<file path="config.mk">
export PLATFORM = sky130hd
export DESIGN_NAME = window_gen_3x3_flat
export DESIGN_NICKNAME = d
export VERILOG_FILES = /design/src/rtl/window_gen_3x3_if.sv /design/src/rtl/window_gen_3x3.sv /design/src/flat_wrapper.sv
export SDC_FILE = /design/constraint.sdc
export NUM_CORES = 1
export LEC_CHECK = 0
export BUFFER_PORTS_ARGS = -buffer_cell sky130_fd_sc_hd__buf_2
export CAP_MARGIN = 25
export CORE_ASPECT_RATIO = 2
export CORE_MARGIN = 2
export CORE_UTILIZATION = 50
export DETAILED_ROUTE_END_ITERATION = 10
export GPL_TIMING_DRIVEN = 0
export PLACE_DENSITY = 0.69
export SETUP_SLACK_MARGIN = 0.15
export SLEW_MARGIN = 5
export SYNTH_ARGS = -nofsm -noshare
export SYNTH_HDL_FRONTEND = slang
export SYNTH_SLANG_ARGS = --single-unit
</file>
<file path="constraint.sdc">
create_clock -name clk -period 3.31 [get_ports clk]
set_input_delay 0.1655 -clock clk [delete_from_list [all_inputs] [get_ports clk]]
set_output_delay 0.1655 -clock clk [all_outputs]
set_load 0.01 [all_outputs]
</file>
<file path="src/rtl/window_gen_3x3_if.sv">
// Pixel-in / window-out stream bundle for the 3x3 window generator.
// pix_valid qualifies pix_in and pix_sof. There is no ready signal, so every valid cycle is accepted.
// window_valid and frame_done are single-cycle pulses. window_out is meaningful only while window_valid is high.
interface window_gen_3x3_if;
    logic        pix_valid;
    logic        pix_sof;
    logic [7:0]  pix_in;
    logic [71:0] window_out;
    logic        window_valid;
    logic        frame_done;

    modport master (
        output pix_valid, pix_sof, pix_in,
        input  window_out, window_valid, frame_done
    );

    modport slave (
        input  pix_valid, pix_sof, pix_in,
        output window_out, window_valid, frame_done
    );
endinterface

</file>
<file path="src/rtl/window_gen_3x3.sv">
// Streaming 3x3 window generator: two row line buffers plus a 3x3 register window.
// Emits one packed window per pixel whose full neighbourhood lies inside the image.
module window_gen_3x3 #(
    parameter int IMG_W = 8,
    parameter int IMG_H = 8
) (
    input  logic             clk,
    input  logic             rst_n,
    window_gen_3x3_if.slave  s_if
);
    localparam int CW = $clog2(IMG_W);
    localparam int RW = $clog2(IMG_H);
    localparam logic [CW-1:0] COL_LAST = CW'(IMG_W - 1);
    localparam logic [RW-1:0] ROW_LAST = RW'(IMG_H - 1);

    logic [CW-1:0] r_col, w_col, w_col_nxt;
    logic [RW-1:0] r_row, w_row, w_row_nxt;
    logic [7:0]    r_lb0 [IMG_W];
    logic [7:0]    r_lb1 [IMG_W];
    logic [7:0]    w_lb0_rd, w_lb1_rd;
    logic [71:0]   r_win, w_win_nxt, r_window_out;
    logic          r_window_valid, r_frame_done;
    logic          w_accept, w_emit, w_last;

    always_comb begin
        w_accept  = s_if.pix_valid;
        // A start-of-frame pixel is always (0,0), whatever the counters hold.
        w_col     = s_if.pix_sof ? '0 : r_col;
        w_row     = s_if.pix_sof ? '0 : r_row;
        w_col_nxt = w_col + 1'b1;
        w_row_nxt = w_row;
        if (w_col == COL_LAST) begin
            w_col_nxt = '0;
            w_row_nxt = (w_row == ROW_LAST) ? '0 : w_row + 1'b1;
        end
        w_lb0_rd  = r_lb0[w_col];
        w_lb1_rd  = r_lb1[w_col];
        // Shift left one column; the new right column is rows r-2, r-1, r top to bottom.
        w_win_nxt = {r_win[63:48], w_lb0_rd,
                     r_win[39:24], w_lb1_rd,
                     r_win[15:0],  s_if.pix_in};
        w_emit    = w_accept && (w_row >= RW'(2)) && (w_col >= CW'(2));
        w_last    = w_accept && (w_row == ROW_LAST) && (w_col == COL_LAST);
    end

    always_ff @(posedge clk or negedge rst_n) begin
        if (!rst_n) begin
            r_col          <= '0;
            r_row          <= '0;
            r_win          <= '0;
            r_window_out   <= '0;
            r_window_valid <= 1'b0;
            r_frame_done   <= 1'b0;
        end else begin
            if (w_accept) begin
                r_col <= w_col_nxt;
                r_row <= w_row_nxt;
                r_win <= w_win_nxt;
            end
            if (w_emit) begin
                r_window_out <= w_win_nxt;
            end
            r_window_valid <= w_emit;
            r_frame_done   <= w_last;
        end
    end

    // Line buffers are left unreset: rows 0 and 1 of every frame rewrite them before any window uses them.
    always_ff @(posedge clk) begin
        if (w_accept) begin
            r_lb0[w_col] <= w_lb1_rd;
            r_lb1[w_col] <= s_if.pix_in;
        end
    end

    assign s_if.window_out   = r_window_out;
    assign s_if.window_valid = r_window_valid;
    assign s_if.frame_done   = r_frame_done;
endmodule
</file>
<file path="src/flat_wrapper.sv">
// flat-port wrapper written by rule: the top's interface ports become plain ports
module window_gen_3x3_flat 
#(
    parameter int IMG_W = 8,
    parameter int IMG_H = 8
)
  (clk, rst_n, s_if_pix_valid, s_if_pix_sof, s_if_pix_in, s_if_window_out, s_if_window_valid, s_if_frame_done);
  window_gen_3x3_if s_if_i ();
  input  logic clk;
  input  logic rst_n;
  input wire logic [$bits(s_if_i.pix_valid)-1:0] s_if_pix_valid;
  input wire logic [$bits(s_if_i.pix_sof)-1:0] s_if_pix_sof;
  input wire logic [$bits(s_if_i.pix_in)-1:0] s_if_pix_in;
  output wire logic [$bits(s_if_i.window_out)-1:0] s_if_window_out;
  output wire logic [$bits(s_if_i.window_valid)-1:0] s_if_window_valid;
  output wire logic [$bits(s_if_i.frame_done)-1:0] s_if_frame_done;
  assign s_if_i.pix_valid = s_if_pix_valid;
  assign s_if_i.pix_sof = s_if_pix_sof;
  assign s_if_i.pix_in = s_if_pix_in;
  assign s_if_window_out = s_if_i.window_out;
  assign s_if_window_valid = s_if_i.window_valid;
  assign s_if_frame_done = s_if_i.frame_done;
  window_gen_3x3 #(.IMG_W(IMG_W), .IMG_H(IMG_H)) u_core (.clk(clk), .rst_n(rst_n), .s_if(s_if_i));
endmodule
</file>
==> impl_metrics.json, run 1 <==
{
  "place_hpwl_um": 15700,
  "finalPower_mw": 7.09,
  "tightest_slew_ps": 962,
  "synth_edf_count": 128,
  "root_buffer": "clkbuf_16",
  "ios": 86,
  "synthCells": 645,
  "clk_pin_slew_worst_paths_ps": 70,
  "drt_first_iter_violations": 330,
  "hold_path.startpoint": "s_if_pix_in[0]",
  "cts_sinks": 256,
  "cp_slowest_stage_delay_ps": 670,
  "cts-resized-gates": 0,
  "drc_errors": 0,
  "yosys_warnings": 0,
  "worst-r2r-cell-count": 8,
  "max_slew_margin": 0.355,
  "status": "finished clean",
  "finalHoldViolCount": 0,
  "required_ps": 3700,
  "avgViaCountPerCell": 5.51,
  "numCtsBuffers": 23,
  "grt_pass1_wl_um": 34600,
  "r2r_end": "u_core.s_if.window_out[70]$_DFFE_PN0P_",
  "drv_cap": 0,
  "clock_latency_ps": 510,
  "drt-pass1-iter-count": 5,
  "grt_util_all_layers": 0.209,
  "fin_crit_sh": 0.815,
  "peakVddDrop_uv": 417,
  "vias": 5772,
  "grt_max_degree": 87,
  "syn2layout_area_growth_pct": 16.6,
  "totalWireLength_um": 22000,
  "avgSynthCellArea_um2": 15.8,
  "place_area_um2": 11100,
  "rows": 73,
  "core_um2": 19900,
  "start_util": 0.512,
  "grt_antenna_before_repair": 0,
  "leakagePower_nw": 5.19,
  "fin_nets": 787,
  "final_max_slew_viol_count": 0,
  "fin_util": 0.597,
  "detail_route.wl_per_cell_um": 21.0,
  "crit-reg2reg-launch": "u_core.r_col[1]$_DFFE_PN0P_",
  "yosys.area.top_type": "edfxtp_1",
  "grt_overflow": 0,
  "max_freq_mhz": 371,
  "clockBufferDepth": 3,
  "antenna_left": 0,
  "critical_path_class": "register to register",
  "synth_seq_area_share": 0.692,
  "die-area_um2": 21600,
  "hold_ws_ps": 33.1,
  "fin_cells": 1048,
  "synth_cell_types": 45,
  "synth_area_um2": 10200,
  "reg2reg_slack_ps": 610,
  "cts_tree": "yes",
  "arrival_ps": 3080,
  "cpMaxStageDelayCell": "nor3_2",
  "critPathLaunchType": "register",
  "yosys-top-cells-area": "edfxtp_1, dfrtp_1, mux2_2",
  "synth_top_area_frac": 0.377,
  "p_clk_frac": 0.354,
  "postCtsSetupRepairBufs": 0,
  "htreeDepth": 1,
  "synthesis.nets": 663,
  "synthArstFlopShare": 0.500,
  "power_frac_seq": 0.526,
  "combPwrFrac": 0.119,
  "finalInstanceArea_um2": 11900,
  "port_buffers": 84,
  "synth_seq_cells": 256,
  "end_kind": "register",
  "gp_congestion": 0.834,
  "grt_pass1_vias": 6175,
  "rsz0062_at_grt": "no",
  "synth_flop_cell": "edfxtp_1",
  "power.switching_mw": 1.76,
  "antenna_cells": 0,
  "swShare": 0.248,
  "p_int_mw": 5.33,
  "place_ws_ps": 213,
  "setup_violations": 0,
  "fp.dieH_um": 206,
  "crit_fanout": 10,
  "period_needed_ps": 2700,
  "hold_path.class": "input pin to register",
  "yosys-top-cells-count": "dfrtp_1, edfxtp_1, mux2_2",
  "dp.cells": 1000,
  "powerDensity_nw_per_um2": 597,
  "timing.final.ws_setup_ps": 611,
  "layout-drive-gt1-share": 0.363,
  "setup_tns_ps": 0,
  "finClkSkew_ps": 16.1,
  "holdPathStages": 1,
  "die_x_um": 105,
  "holdPathEnd": "u_core.r_lb1[3][0]$_DFFE_PP_",
  "crit_path_cell_trace": "buf_2, inv_1, nor2_1, ha_1, a21boi_0, nor3_2, buf_4, mux2_2"
}
## worst max-delay path, delay by kind of cell, from the launching register on
family          cells  cell delay [ps]
compound gates      1              110
fa+ha+maj           1              200
buf+inv             3              690
flops               1              360
mux                 1              360
simple gates        2              850
## state kept, by name (all words and copies together), names as in the netlist
register,count
u_core.r_row,3
u_core.r_win,48
u_core.s_if.window_valid,1
u_core.r_lb1,64
u_core.s_if.window_out,72
u_core.s_if.frame_done,1
u_core.r_col,3
u_core.r_lb0,64
## area by class of cell
type                       count  area (um^2)
buffer                        40          263
clock buffer                  32          619
clock inverter                10         86.3
fill                        1573         8030
inverter                      18         67.6
multi-input combinational    331         2840
sequential                   256         7050
tap                          262          328
timing repair buffer          99          629
## layer usage
layer | up-vias | track usage | wire, um
met5 | - | 0 | 0
met2 | 179 | 0.415 | 12800
met4 | 0 | 0.0705 | 486
met3 | 27 | 0.0237 | 919
li1 | 2621 | - | -
met1 | 2945 | 0.226 | 7830
## worst max-delay path by stage
stage / slack, ps / startpoint / cells past startpoint / end
detailed placement: 210 / s_if_pix_sof / 10 / u_core.s_if.window_out[65]$_DFFE_PN0P_
finish: 610 / u_core.r_col[1]$_DFFE_PN0P_ / 8 / u_core.s_if.window_out[70]$_DFFE_PN0P_
CTS: 640 / u_core.r_col[0]$_DFFE_PN0P_ / 6 / u_core.r_lb0[5][3]$_DFFE_PP_
global placement: -970 / s_if_pix_valid / 3 / u_core.r_lb1[1][1]$_DFFE_PP_
floorplan: 480 / s_if_pix_valid / 3 / u_core.r_lb0[1][0]$_DFFE_PP_
global route: 420 / u_core.r_col[1]$_DFFE_PN0P_ / 8 / u_core.s_if.window_out[70]$_DFFE_PN0P_
## power by group through the flow
stage               Combinational (mW)  Clock, mW  Sequential [mW]
global placement                 0.781          0             3.79
CTS                              0.852       2.57             3.73
detailed placement               0.839          0             3.80
finish                           0.848       2.51             3.73
global route                     0.918       2.70             3.75
floorplan                        0.552          0             3.75
## cells in the final DEF, fill, tap and decap left out, types with 14 or more instances in the layout
master,netlist,final
a21oi_1,24,24
a31oi_1,16,16
buf_2,14,97
clkbuf_1,8,16
clkbuf_16,0,23
dfrtp_1,128,128
edfxtp_1,128,128
inv_1,17,17
mux2_2,93,93
mux2i_1,41,41
nand3b_1,14,14
nor2_1,46,42
## repair_timing
item,4_1_cts,5_1_grt
hold endpoints to repair,75,0
endpoints found under the setup margin,0,0
hold buffers,6,0
## kinds of logic (layout without fill, tap and decap cells)
logic type / Yosys count / count (layout) / synth area share
flops: 256 / 256 / 0.692
mux: 139 / 139 / 0.149
compound gates: 89 / 89 / 0.0720
buf+inv: 58 / 199 / 0.0324
fa+ha+maj: 6 / 6 / 0.00737
simple gates: 97 / 97 / 0.0481
Note: power is estimated with default switching activity, not from simulation.
==> run 2: changes to the inputs <==
==> constraint.sdc (replaced) <==
create_clock -name clk -period 2.6 [get_ports clk]
set_input_delay 0.13 -clock clk [delete_from_list [all_inputs] [get_ports clk]]
set_output_delay 0.13 -clock clk [all_outputs]
set_load 0.01 [all_outputs]
==> run 2 against run 1 <==
Effect of this change:
- clock skew decreased by 6.4 ps
- critical path type unchanged
- sequential share of layout area down 1.1 points
- power up 30%
- die area unchanged
- hold slack improved by 84 ps
- sequential power increased by 27%
- fmax increased by 14%
- non-clock buffer count up 6
- design area increased by 2.0%
- cell count rose by 0.38%
==> impl_metrics.json, run 2 (synthesis gave the netlist of run 1 again) <==
{
  "status": "finished clean",
  "vias": 5832,
  "rsz0062_at_grt": "no",
  "clock_latency_ps": 500,
  "setup_tns_ps": 0,
  "setup_violations": 0,
  "ios": 86,
  "antenna_left": 0,
  "numCtsBuffers": 22,
  "clk_pin_slew_worst_paths_ps": 70,
  "syn2layout_area_growth_pct": 18.9,
  "fin_crit_sh": 0.908,
  "peakVddDrop_uv": 618,
  "drt_first_iter_violations": 258,
  "tightest_slew_ps": 738,
  "grt_overflow": 0,
  "critical_path_class": "register to register",
  "end_kind": "register",
  "die_x_um": 105,
  "die-area_um2": 21600,
  "rows": 73,
  "drc_errors": 0,
  "fin_util": 0.608,
  "fin_nets": 792,
  "leakagePower_nw": 5.29,
  "finClkSkew_ps": 9.70,
  "port_buffers": 84,
  "max_freq_mhz": 424,
  "arrival_ps": 2540,
  "grt_antenna_before_repair": 0,
  "r2r_end": "u_core.r_lb0[5][6]$_DFFE_PP_",
  "worst-r2r-cell-count": 6,
  "final_max_slew_viol_count": 0,
  "cts_sinks": 256,
  "place_hpwl_um": 16100,
  "detail_route.wl_per_cell_um": 21.3,
  "layout-drive-gt1-share": 0.377,
  "finalHoldViolCount": 0,
  "start_util": 0.512,
  "avgViaCountPerCell": 5.54,
  "period_needed_ps": 2360,
  "grt_max_degree": 89,
  "max_slew_margin": 0.508,
  "grt_util_all_layers": 0.209,
  "hold_path.class": "input pin to asynchronous set/reset pin",
  "grt_pass1_wl_um": 34300,
  "crit-reg2reg-launch": "u_core.r_col[0]$_DFFE_PN0P_",
  "totalWireLength_um": 22400,
  "hold_ws_ps": 117,
  "core_um2": 19900,
  "fp.dieH_um": 206,
  "required_ps": 2780,
  "final_cell_mix": "dfrtp_1, edfxtp_1, buf_2",
  "drv_cap": 0,
  "crit_fanout": 10,
  "gp_congestion": 0.847,
  "antenna_cells": 0,
  "drt-pass1-iter-count": 5,
  "grt_pass1_vias": 6203,
  "cts_tree": "yes",
  "largest_reg_flops": 72,
  "reg2reg_slack_ps": 240,
  "clockBufferDepth": 3,
  "root_buffer": "clkbuf_16",
  "critPathLaunchType": "register",
  "powerDensity_nw_per_um2": 761,
  "htreeDepth": 1
}
-- run 2: cell count changes in the layout (fill, tap and decap cells not counted), sizes merged --
cell         change
buf              +1
clkinv           +2
clkinvlp         -3
dlygate4sd3      +3
inv              +1
-- run 2: power breakdown --
group	internal [mW]	total [mW]	switching, mW	leakage, nW
combinational	0.438	1.14	0.698	2.08
sequential	4.60	4.75	0.153	2.83
clock	1.89	3.32	1.44	0.376
-- run 2: through the flow --
step | power, mW | setup slack, ps | instance area (um^2) | instances
after floorplan | 5.48 | 267 | 10200 | 645
after global placement | 5.82 | -942 | 10900 | 991
after detailed placement | 5.91 | -373 | 11200 | 1001
after CTS | 9.26 | 158 | 12100 | 1051
after global routing | 9.54 | 176 | 12100 | 1052
final | 9.22 | 240 | 12100 | 1052
-- run 2: worst max-delay path, stage by stage, from the launching register on --
cell and delay (ps):
dfrtp_1 360, buf_2 150, buf_1 300, nand3b_1 190
a21oi_1 120, a2111oi_4 610, inv_1 300
-- run 2: worst max-delay path by stage --
| stage | from | to | slack [ps] | cells after the start |
|---|---|---|---|---|
| after detailed placement | s_if_pix_sof | u_core.s_if.window_out[67]$_DFFE_PN0P_ | -370 | 10 |
| final | u_core.r_col[0]$_DFFE_PN0P_ | u_core.r_lb0[5][6]$_DFFE_PP_ | 240 | 6 |
| after floorplan | u_core.r_col[0]$_DFFE_PN0P_ | u_core.r_lb0[4][0]$_DFFE_PP_ | 270 | 5 |
| after global routing | u_core.r_col[0]$_DFFE_PN0P_ | u_core.r_lb0[0][7]$_DFFE_PP_ | 180 | 7 |
| after CTS | u_core.r_col[0]$_DFFE_PN0P_ | u_core.r_lb0[4][2]$_DFFE_PP_ | 160 | 6 |
| after global placement | s_if_pix_valid | u_core.r_lb1[4][7]$_DFFE_PP_ | -940 | 4 |
-- run 2: layout make-up --
class,count,area [um^2]
clock inverter,10,88.8
sequential,256,7050
multi-input combinational,331,2940
fill,1594,7800
buffer,40,268
inverter,18,67.6
clock buffer,30,656
tap,262,328
timing repair buffer,105,721
-- run 2: repair_timing --
item	CTS	global route
setup endpoints to repair	113	98
setup buffers	2	0
gates resized for setup	6	6
hold buffers	8	1
hold endpoints to repair	182	4
pin swaps	1	0
-- run 2: metal layers --
metal	vias to the layer above	track usage	routed length, um
met5	-	0	0
met4	0	0.0848	797
met3	41	0.0243	850
met2	175	0.416	13000
met1	2988	0.219	7820
li1	2628	-	-
